==> config.mk <==
export PLATFORM = sky130hd
export DESIGN_NAME = memory_bus_controller
export DESIGN_NICKNAME = d
export VERILOG_FILES = /design/src/rtl/memory_bus_controller.sv
export SDC_FILE = /design/constraint.sdc
export NUM_CORES = 1
export LEC_CHECK = 0
export CAP_MARGIN = 10
export CORE_ASPECT_RATIO = 1.5
export CORE_MARGIN = 4
export CORE_UTILIZATION = 40
export CTS_CLUSTER_DIAMETER = 30
export DETAILED_ROUTE_END_ITERATION = 8
export PLACE_DENSITY = 0.84
export SKIP_LAST_GASP = 1
export SLEW_MARGIN = 20
export SYNTH_ARGS = -nofsm -noshare
export SYNTH_HDL_FRONTEND = slang
export SYNTH_SLANG_ARGS = --single-unit
==> constraint.sdc <==
create_clock -name clk -period 2.32 [get_ports clk]
set_input_delay 0.464 -clock clk [delete_from_list [all_inputs] [get_ports clk]]
set_output_delay 0.464 -clock clk [all_outputs]
set_load 0.05 [all_outputs]
==> src/rtl/memory_bus_controller.sv <==
// Memory bus controller: decodes a byte address into ROM, RAM and switch I/O, and sequences
// fixed-latency synchronous memories behind a req/ready, rvalid/rready handshake.
module memory_bus_controller #(
   parameter int unsigned ROM_DEPTH = 256,
   parameter int unsigned RAM_DEPTH = 256,
   parameter int unsigned MEM_W     = 8,
   parameter int unsigned NUM_SW    = 7
) (
   input  logic                         clk,
   input  logic                         rst_n,
   input  logic                         req,
   input  logic                         we,
   input  logic [31:0]                  address,
   input  logic [31:0]                  wdata,
   output logic                         ready,
   output logic                         rvalid,
   input  logic                         rready,
   output logic [31:0]                  rdata,
   output logic                         err,
   output logic [$clog2(ROM_DEPTH)-1:0] rom_addr,
   input  logic [MEM_W-1:0]             rom_data,
   output logic [$clog2(RAM_DEPTH)-1:0] ram_addr,
   output logic                         ram_we,
   output logic [MEM_W-1:0]             ram_wdata,
   input  logic [MEM_W-1:0]             ram_rdata,
   input  logic [NUM_SW-1:0]            sw
);
   localparam int unsigned ROM_AW  = $clog2(ROM_DEPTH);
   localparam int unsigned RAM_AW  = $clog2(RAM_DEPTH);
   localparam int unsigned IO_BASE = ROM_DEPTH + RAM_DEPTH;

   typedef enum logic [1:0] {StIdle, StAccess, StLatch, StResp} state_e;
   typedef enum logic [2:0] {
      RgRom, RgRam, RgSwLevel, RgSwBit, RgEdge, RgErrCnt, RgErr
   } region_e;

   state_e            state_q, state_d;
   region_e           region_d, region_q;
   logic [4:0]        sw_idx_d, sw_idx_q;
   logic              we_q;
   logic [NUM_SW-1:0] clr_q;
   logic [ROM_AW-1:0] rom_addr_q;
   logic [RAM_AW-1:0] ram_addr_q;
   logic              ram_we_q;
   logic [MEM_W-1:0]  ram_wdata_q;
   logic [31:0]       rdata_q;
   logic              err_q;
   logic [31:0]       io_off, ram_off;
   logic              accept, latch;
   logic [NUM_SW-1:0] sw_meta_q, sw_sync_q, sw_prev_q;
   logic [NUM_SW-1:0] edge_q, edge_d, edge_clr;
   logic [7:0]        err_cnt_q, err_cnt_d;
   logic [31:0]       lat_rdata;
   logic              lat_err, cnt_clr, lvl_bit;
   logic              unused_bits;

   assign unused_bits = ^{wdata, ram_off};

   // FSM: state register
   always_ff @(posedge clk or negedge rst_n) begin
      if (!rst_n) state_q <= StIdle;
      else        state_q <= state_d;
   end

   // FSM: next state
   always_comb begin
      state_d = state_q;
      unique case (state_q)
         StIdle:   if (req) state_d = StAccess;
         StAccess: state_d = StLatch;
         StLatch:  state_d = StResp;
         StResp:   if (rready) state_d = StIdle;
         default:  state_d = StIdle;
      endcase
   end

   // FSM: outputs
   always_comb begin
      ready  = (state_q == StIdle);
      rvalid = (state_q == StResp);
      accept = ready && req;
      latch  = (state_q == StLatch);
   end

   // Address decode of the incoming request; errors are resolved here so ram_we never fires
   always_comb begin
      io_off   = address - IO_BASE;
      ram_off  = address - ROM_DEPTH;
      region_d = RgErr;
      sw_idx_d = '0;
      if (address < ROM_DEPTH)                 region_d = we ? RgErr : RgRom;
      else if (address < IO_BASE)              region_d = RgRam;
      else if (io_off[1:0] != 2'b00)           region_d = RgErr;
      else if (io_off == 32'h0)                region_d = we ? RgErr : RgSwLevel;
      else if (io_off <= 32'(4 * NUM_SW)) begin
         region_d = we ? RgErr : RgSwBit;
         sw_idx_d = io_off[6:2] - 5'd1;
      end
      else if (io_off == 32'h80)               region_d = RgEdge;
      else if (io_off == 32'h84)               region_d = RgErrCnt;
   end

   always_ff @(posedge clk or negedge rst_n) begin
      if (!rst_n) begin
         region_q    <= RgErr;
         we_q        <= 1'b0;
         sw_idx_q    <= '0;
         clr_q       <= '0;
         rom_addr_q  <= '0;
         ram_addr_q  <= '0;
         ram_we_q    <= 1'b0;
         ram_wdata_q <= '0;
      end else begin
         ram_we_q <= 1'b0;
         if (accept) begin
            region_q    <= region_d;
            we_q        <= we;
            sw_idx_q    <= sw_idx_d;
            clr_q       <= wdata[NUM_SW-1:0];
            ram_wdata_q <= wdata[MEM_W-1:0];
            if (region_d == RgRom) rom_addr_q <= address[ROM_AW-1:0];
            if (region_d == RgRam) begin
               ram_addr_q <= ram_off[RAM_AW-1:0];
               ram_we_q   <= we;
            end
         end
      end
   end

   always_comb begin
      lvl_bit = 1'b0;
      for (int unsigned k = 0; k < NUM_SW; k++) begin
         if (sw_idx_q == 5'(k)) lvl_bit = sw_sync_q[k];
      end
   end

   // Response data and register side effects, evaluated in the LATCH cycle
   always_comb begin
      lat_rdata = '0;
      lat_err   = 1'b0;
      edge_clr  = '0;
      cnt_clr   = 1'b0;
      unique case (region_q)
         RgRom:     lat_rdata = 32'(rom_data);
         RgRam:     if (!we_q) lat_rdata = 32'(ram_rdata);
         RgSwLevel: lat_rdata = 32'(sw_sync_q);
         RgSwBit:   lat_rdata = {31'b0, lvl_bit};
         RgEdge:    if (we_q) edge_clr = clr_q; else lat_rdata = 32'(edge_q);
         RgErrCnt:  if (we_q) cnt_clr = 1'b1; else lat_rdata = 32'(err_cnt_q);
         default:   lat_err = 1'b1;
      endcase
   end

   // A new rising edge in the same cycle as a clear keeps the bit set
   always_comb begin
      edge_d    = (edge_q & ~(latch ? edge_clr : '0)) | (sw_sync_q & ~sw_prev_q);
      err_cnt_d = err_cnt_q;
      if (latch) begin
         if (cnt_clr)                             err_cnt_d = '0;
         else if (lat_err && err_cnt_q != 8'hFF)  err_cnt_d = err_cnt_q + 8'd1;
      end
   end

   always_ff @(posedge clk or negedge rst_n) begin
      if (!rst_n) begin
         sw_meta_q <= '0;
         sw_sync_q <= '0;
         sw_prev_q <= '0;
         edge_q    <= '0;
         err_cnt_q <= '0;
         rdata_q   <= '0;
         err_q     <= 1'b0;
      end else begin
         sw_meta_q <= sw;
         sw_sync_q <= sw_meta_q;
         sw_prev_q <= sw_sync_q;
         edge_q    <= edge_d;
         err_cnt_q <= err_cnt_d;
         if (latch) begin
            rdata_q <= lat_rdata;
            err_q   <= lat_err;
         end
      end
   end

   assign rdata     = rdata_q;
   assign err       = err_q;
   assign rom_addr  = rom_addr_q;
   assign ram_addr  = ram_addr_q;
   assign ram_we    = ram_we_q;
   assign ram_wdata = ram_wdata_q;

endmodule
# [Yosys cells after proc, flatten, opt, wreduce, memory -nomap -nowiden]
# Cells that the tools add are included.
[classes] n_eq_ne=20 n_addsub=4 n_bitwise=5 n_reduce_logical=14 mux=39 magnitude_cmp=3
[ops] operator="32-bit by 8-bit == test with 1-bit output (second input constant)" count=2
[ops] operator="8-bit one-hot mux with 6 select lines" count=1
[ops] operator="32-bit by 5-bit <= comparator with 1-bit output (second input constant)" count=1
[ops] operator="32-bit zero test" count=1
[ops] operator="32-bit by 10-bit less-than comparator with 1-bit output (second input constant)" count=1
[ops] operator="32-bit by 9-bit less-than comparator with 1-bit output (second input constant)" count=1
[ops] operator="8-bit 2-to-1 mux" count=4
[ops] operator="32-bit by 10-bit subtractor with 32-bit output (second input constant)" count=1
[ops] operator="7-bit 2-to-1 mux" count=4
[ops] operator="5-bit 2-to-1 mux" count=5
[ops] operator="3-bit 2-to-1 mux" count=8
[ops] operator="5-bit by 3-bit == test with 1-bit output (second input constant)" count=3
[ops] operator="7-bit AND" count=2
[ops] operator="7-bit inverter" count=2
[ops] operator="1-bit 2-to-1 mux" count=12
[ops] operator="5-bit by 2-bit == test with 1-bit output (second input constant)" count=2
[ops] operator="8-bit by 1-bit adder with 8-bit output (second input constant)" count=1
[ops] operator="2-bit 2-to-1 mux" count=4
[ops] operator="8-bit inequality test (second input constant)" count=1
[ops] operator="2-bit one-hot mux with 4 select lines" count=1
[ops] operator="2-bit AND reduction" count=4
[ops] operator="8-bit by 1-bit subtractor with 8-bit output (second input constant)" count=1
[ops] operator="7-bit OR" count=1
[ops] operator="3-bit by 1-bit == test with 1-bit output (second input constant)" count=2
[ops] operator="14 further kinds" count=20
[word_totals] input_bits=92 out_inout_bits=60 reg_bits=112 wordCells=101

# [Logic depth before layout (Yosys ltp)]
[depth] word_depth=12 ltp_mapped=8

# [Least setup slack after synthesis]
# OpenSTA, ideal clock, no wires.
[synth_path] kind="flip-flop to flip-flop" start="register state_q[0]" end="register rom_addr_q[0], in the netlist rom_addr[0]" n_path_buf=1 required_time_ps=2195 setup_slack_ps=120 arrival_time_ps=2076 path_stages_with_launch=8 setup_time_ps=125 path_cell_list="dfrtp_1 > inv_1 > ha_1 > and2_1 > nand3_1 > or3_1 > buf_2 > mux2_2"
[synth_between] elab_chain_cells=3
[synth_lines] element="from (decl)" line="37" rtl="state_e state_q, state_d;"
[synth_lines] element="from (signal assigned)" line="61" rtl="if (!rst_n) state_q <= StIdle;"
[synth_lines] element="from (signal assigned)" line="62" rtl="else state_q <= state_d;"
[synth_lines] element="2-bit zero test" line="79" rtl="ready = (state_q == StIdle);"
[synth_lines] element="net ready" line="15" rtl="output logic ready,"
[synth_lines] element="1-bit logical AND" line="81" rtl="accept = ready && req;"
[synth_lines] element="2-bit AND reduction (no source line)"
[synth_lines] element="to (signal assigned)" line="121" rtl="if (region_d == RgRom) rom_addr_q <= address[ROM_AW-1:0];"
[synth_lines] element="to (decl)" line="42" rtl="logic [ROM_AW-1:0] rom_addr_q;"
# The timed path passes the listed nets, and every way through them passes these cells.
# A chain may end at the register's enable or synchronous reset.

# [Final worst setup path]
[layout_path] start="input port address[18]" end="register sw_idx_q[1]"
[layout_between] elab_chain_cells=7
[layout_lines] element="from (decl)" line="13" rtl="input logic [31:0] address,"
[layout_lines] element="32-bit by 10-bit subtractor with 32-bit output" line="87" rtl="io_off = address - IO_BASE;"
[layout_lines] element="32-bit by 5-bit <= comparator with 1-bit output" line="95" rtl="else if (io_off <= 32'(4 * NUM_SW)) begin"
[layout_lines] element="5-bit 2-to-1 mux" line="95"
[layout_lines] element="5-bit 2-to-1 mux" line="94" rtl="else if (io_off == 32'h0) region_d = we ? RgErr : RgSwLevel;"
[layout_lines] element="5-bit 2-to-1 mux" line="93" rtl="else if (io_off[1:0] != 2'b00) region_d = RgErr;"
[layout_lines] element="5-bit 2-to-1 mux" line="92" rtl="else if (address < IO_BASE) region_d = RgRam;"
[layout_lines] element="5-bit 2-to-1 mux (*)" line="91" rtl="if (address < ROM_DEPTH) region_d = we ? RgErr : RgRom;"
[layout_lines] element="to (signal assigned)" line="118" rtl="sw_idx_q <= sw_idx_d;"
[layout_lines] element="to (decl)" line="39" rtl="logic [4:0] sw_idx_d, sw_idx_q;"
# Mark *: on every way between the ends. The rest lies on a longest branch, timed or not.

==> impl_metrics.tcl <==
set metrics [dict create \
    path_class "input pin to register" \
    ant_nets 0 \
    place_area_sq_mm 0.00539 \
    num_antenna_cells 0 \
    fin_nets 627 \
    fin_crit_sh 0.980 \
    dr.pass1.iters 4 \
    dp_slack_ns -0.529 \
    die_w_microns 90.5 \
    worst_pin_slew_ns 0.570 \
    fin_crit_ns 2.27 \
    die_y_microns 132 \
    synth_warnings 0 \
    hold_path.class "input pin to asynchronous set/reset pin" \
    setup_viol 0 \
    core_area_sq_mm 0.00985 \
    cts-root-buf "clkbuf_16" \
    netlist_instances 386 \
    drc 0 \
    yosysTopAreaCell "dfrtp_1" \
    fin_ws_ns 0.0457 \
    fin_skew_ns 0.00441 \
    cp-start-kind "input pin" \
    seq_area_sq_mm 0.00203 \
    synth_area_leaders "dfrtp_1, mux2_2, buf_4" \
    post_drt_via_cell_ratio 5.35 \
    numCtsBuffers 9 \
    cts_tree "built" \
    fmax_mhz 440 \
    max-slew-margin-rel 0.619 \
    syn_area_sq_mm 0.00409 \
    clk_path_buf_depth 2 \
    synth-seq-cells 81 \
    postCtsHoldBufs 0 \
    postLayoutCellArea_sq_mm 0.00591 \
    run_status "finished, final reports clean" \
    ios 152 \
    dieArea_sq_mm 0.0119 \
    multiInputGateArea_sq_mm 0.00199 \
    maxSlewViolCount 0 \
    area_delta_synth_final_pct 44.8 \
    total_power_uw 5200 \
    h-tree-depth 3 \
    synth_top_area_frac 0.484 \
    final_hold_viol_count 0 \
    wl_per_cell_microns 16.7 \
    maxCapViolCount 0 \
    fp-row-count 44 \
    vias 3459 \
    powerDensity_mw_per_mm2 879 \
    crit_fanout 6 \
    clkLatencyLatePin_ns 0.33 \
    regToRegSetupSlack_ns 0.38 \
    grt_pass1_wl_microns 17300 \
    r2r_cells 8 \
    grt_max_degree 46 \
    grt-ovfl-total 0 \
    synth_edf_count 0 \
    place_hpwl_microns 8080 \
    cp_data_arrival_time_ns 2.51 \
    grtUsageTotal 0.179 \
    nFillCells 753 \
    placed_cells 624 \
    final_cells 646 \
    post-route-util 0.600 \
    end_kind "register" \
    gp_congestion 0.897 \
    syn_avg_cell_area_sq_um 10.6 \
    wl_microns 10800 \
    worst-endpoint-required_ns 2.56 \
    async_flop_share 1.00 \
    antenna_found_initial 0 \
    timing.rr.start "state_q[0]$_DFFE_PN0P_" \
    drtIter0Drc 170 \
    vdd_drop_max_v 0.000464 \
    numClockSinks 81 \
    synth_cell_types 57 \
    port_buffers 103 \
    grt_pass1_vias 3682 \
    drive_gt1_frac 0.228 \
    ys.flop_type "dfrtp_1" \
    yosysSeqAreaShare 0.497 \
    initial_core_util 0.415 \
    leakage_uw 0.00264 \
    clk_pin_slew_ns 0.06 \
    r2r_end "err_cnt_q[5]$_DFFE_PN0P_" \
]
[per-stage QoR]
step | setup TNS [ns] | hold slack [ns]
3_5_place_dp | -8.46 | 0.335
4_1_cts | 0 | 0.152
3_3_place_gp | -6.88 | 0.335
2_1_floorplan | 0 | 0.168
6_report | 0 | 0.130
5_1_grt | -0.258 | 0.187
[Yosys cell counts, types with 2 or more instances]
cell / instances
a21oi_1: 11
a22oi_1: 7
a2bb2oi_1: 4
a31o_2: 2
a31oi_1: 6
and2_1: 3
and3_1: 2
buf_1: 2
buf_2: 2
buf_4: 24
clkbuf_1: 10
dfrtp_1: 79
dfstp_2: 2
ha_1: 9
inv_1: 17
mux2_2: 34
mux2i_1: 2
nand2_1: 32
nand3_1: 13
nand4_1: 3
nand4b_1: 2
nor2_1: 30
nor2b_1: 4
nor3_1: 5
nor3_2: 2
nor4_1: 3
o211ai_1: 6
o21a_1: 4
o21ai_0: 15
o22a_1: 2
o31a_1: 2
o31ai_1: 5
o41ai_1: 2
or3_1: 7
or4_1: 2
xnor2_1: 6
xor2_1: 5
[cells by family after synthesis]
group,count (synthesis),synth area share
compound gates,73,0.123
xor+xnor,11,0.0236
fa+ha+maj,9,0.0276
buf+inv,55,0.0732
flops,81,0.497
mux,37,0.104
other cells,1,0.000918
simple gates,119,0.151
[routing by layer]
layer  up-vias  wire length, microns  GRT usage
met5         -                     0          0
met2       128                  5890      0.333
met1      1683                  3840      0.184
met3        31                   617     0.0366
li1       1617                     -          -
met4         0                   416     0.0954
[repair_timing]
item | 4_1_cts | 5_1_grt
pin swaps | 11 | 13
gates cloned | 0 | 0
setup buffers | 1 | 5
setup endpoints to repair | 16 | 24
resized for setup | 7 | 27
[layout by cell type, fill, tap and decap left out, types with 7 or more instances in the layout]
cell	synthesis	final
a22oi_1	7	7
clkdlybuf4s50_1	0	92
nor2_1	30	29
nand2_1	32	32
inv_1	17	17
a21oi_1	11	11
clkbuf_16	0	9
o21ai_0	15	15
buf_4	24	40
conb_1	1	24
dfrtp_1	79	79
nand3_1	13	11
mux2_2	34	34
ha_1	9	9
dlymetal6s2s_1	0	8
[cell type report]
class / instances / share of cell area
Clock inverter: 6 / 0.0110
Inverter: 17 / 0.0108
Tap cell: 115 / 0.0243
Clock buffer: 10 / 0.0404
Multi-Input combinational cell: 273 / 0.337
Sequential cell: 81 / 0.343
Timing Repair Buffer: 144 / 0.234
[sequential cells by signal, summed over array words and instances (netlist names), 2 cells and up]
name / count
err_cnt_q: 8
sw_sync_q: 7
region_q: 3
rom_addr: 8
sw_meta_q: 7
rdata: 8
ram_addr: 8
ram_wdata: 2
state_q: 2
sw_prev_q: 7
edge_q: 7
sw_idx_q: 5
clr_q: 6
[critical path, stage by stage]
cell,delay (ns)
clkdlybuf4s50_1,0.45
buf_4,0.18
or3_2,0.42
a31o_2,0.24
o311a_4,0.14
or3_4,0.38
o31ai_4,0.25
[power breakdown]
part	switching [uW]	total [uW]	internal (uW)
combinational	1180	1920	740
clock	558	1420	866
sequential	210	1860	1650
total	1940	5200	3250
[worst max path at each step]
stage / start / end / slack [ns] / cells past startpoint
after floorplan: state_q[0]$_DFFE_PN0P_ / rom_addr[0]$_DFFE_PN0P_ / 0.12 / 7
after global placement: address[9] / region_q[2]$_DFFE_PN1P_ / -0.40 / 9
after detailed placement: address[9] / sw_idx_q[1]$_DFFE_PN0P_ / -0.53 / 9
after CTS: address[9] / region_q[2]$_DFFE_PN1P_ / 0.007 / 9
after global routing: address[16] / rom_addr[2]$_DFFE_PN0P_ / -0.03 / 7
final: address[18] / sw_idx_q[1]$_DFFE_PN0P_ / 0.05 / 7
Note: power is estimated with default switching activity, not from simulation.
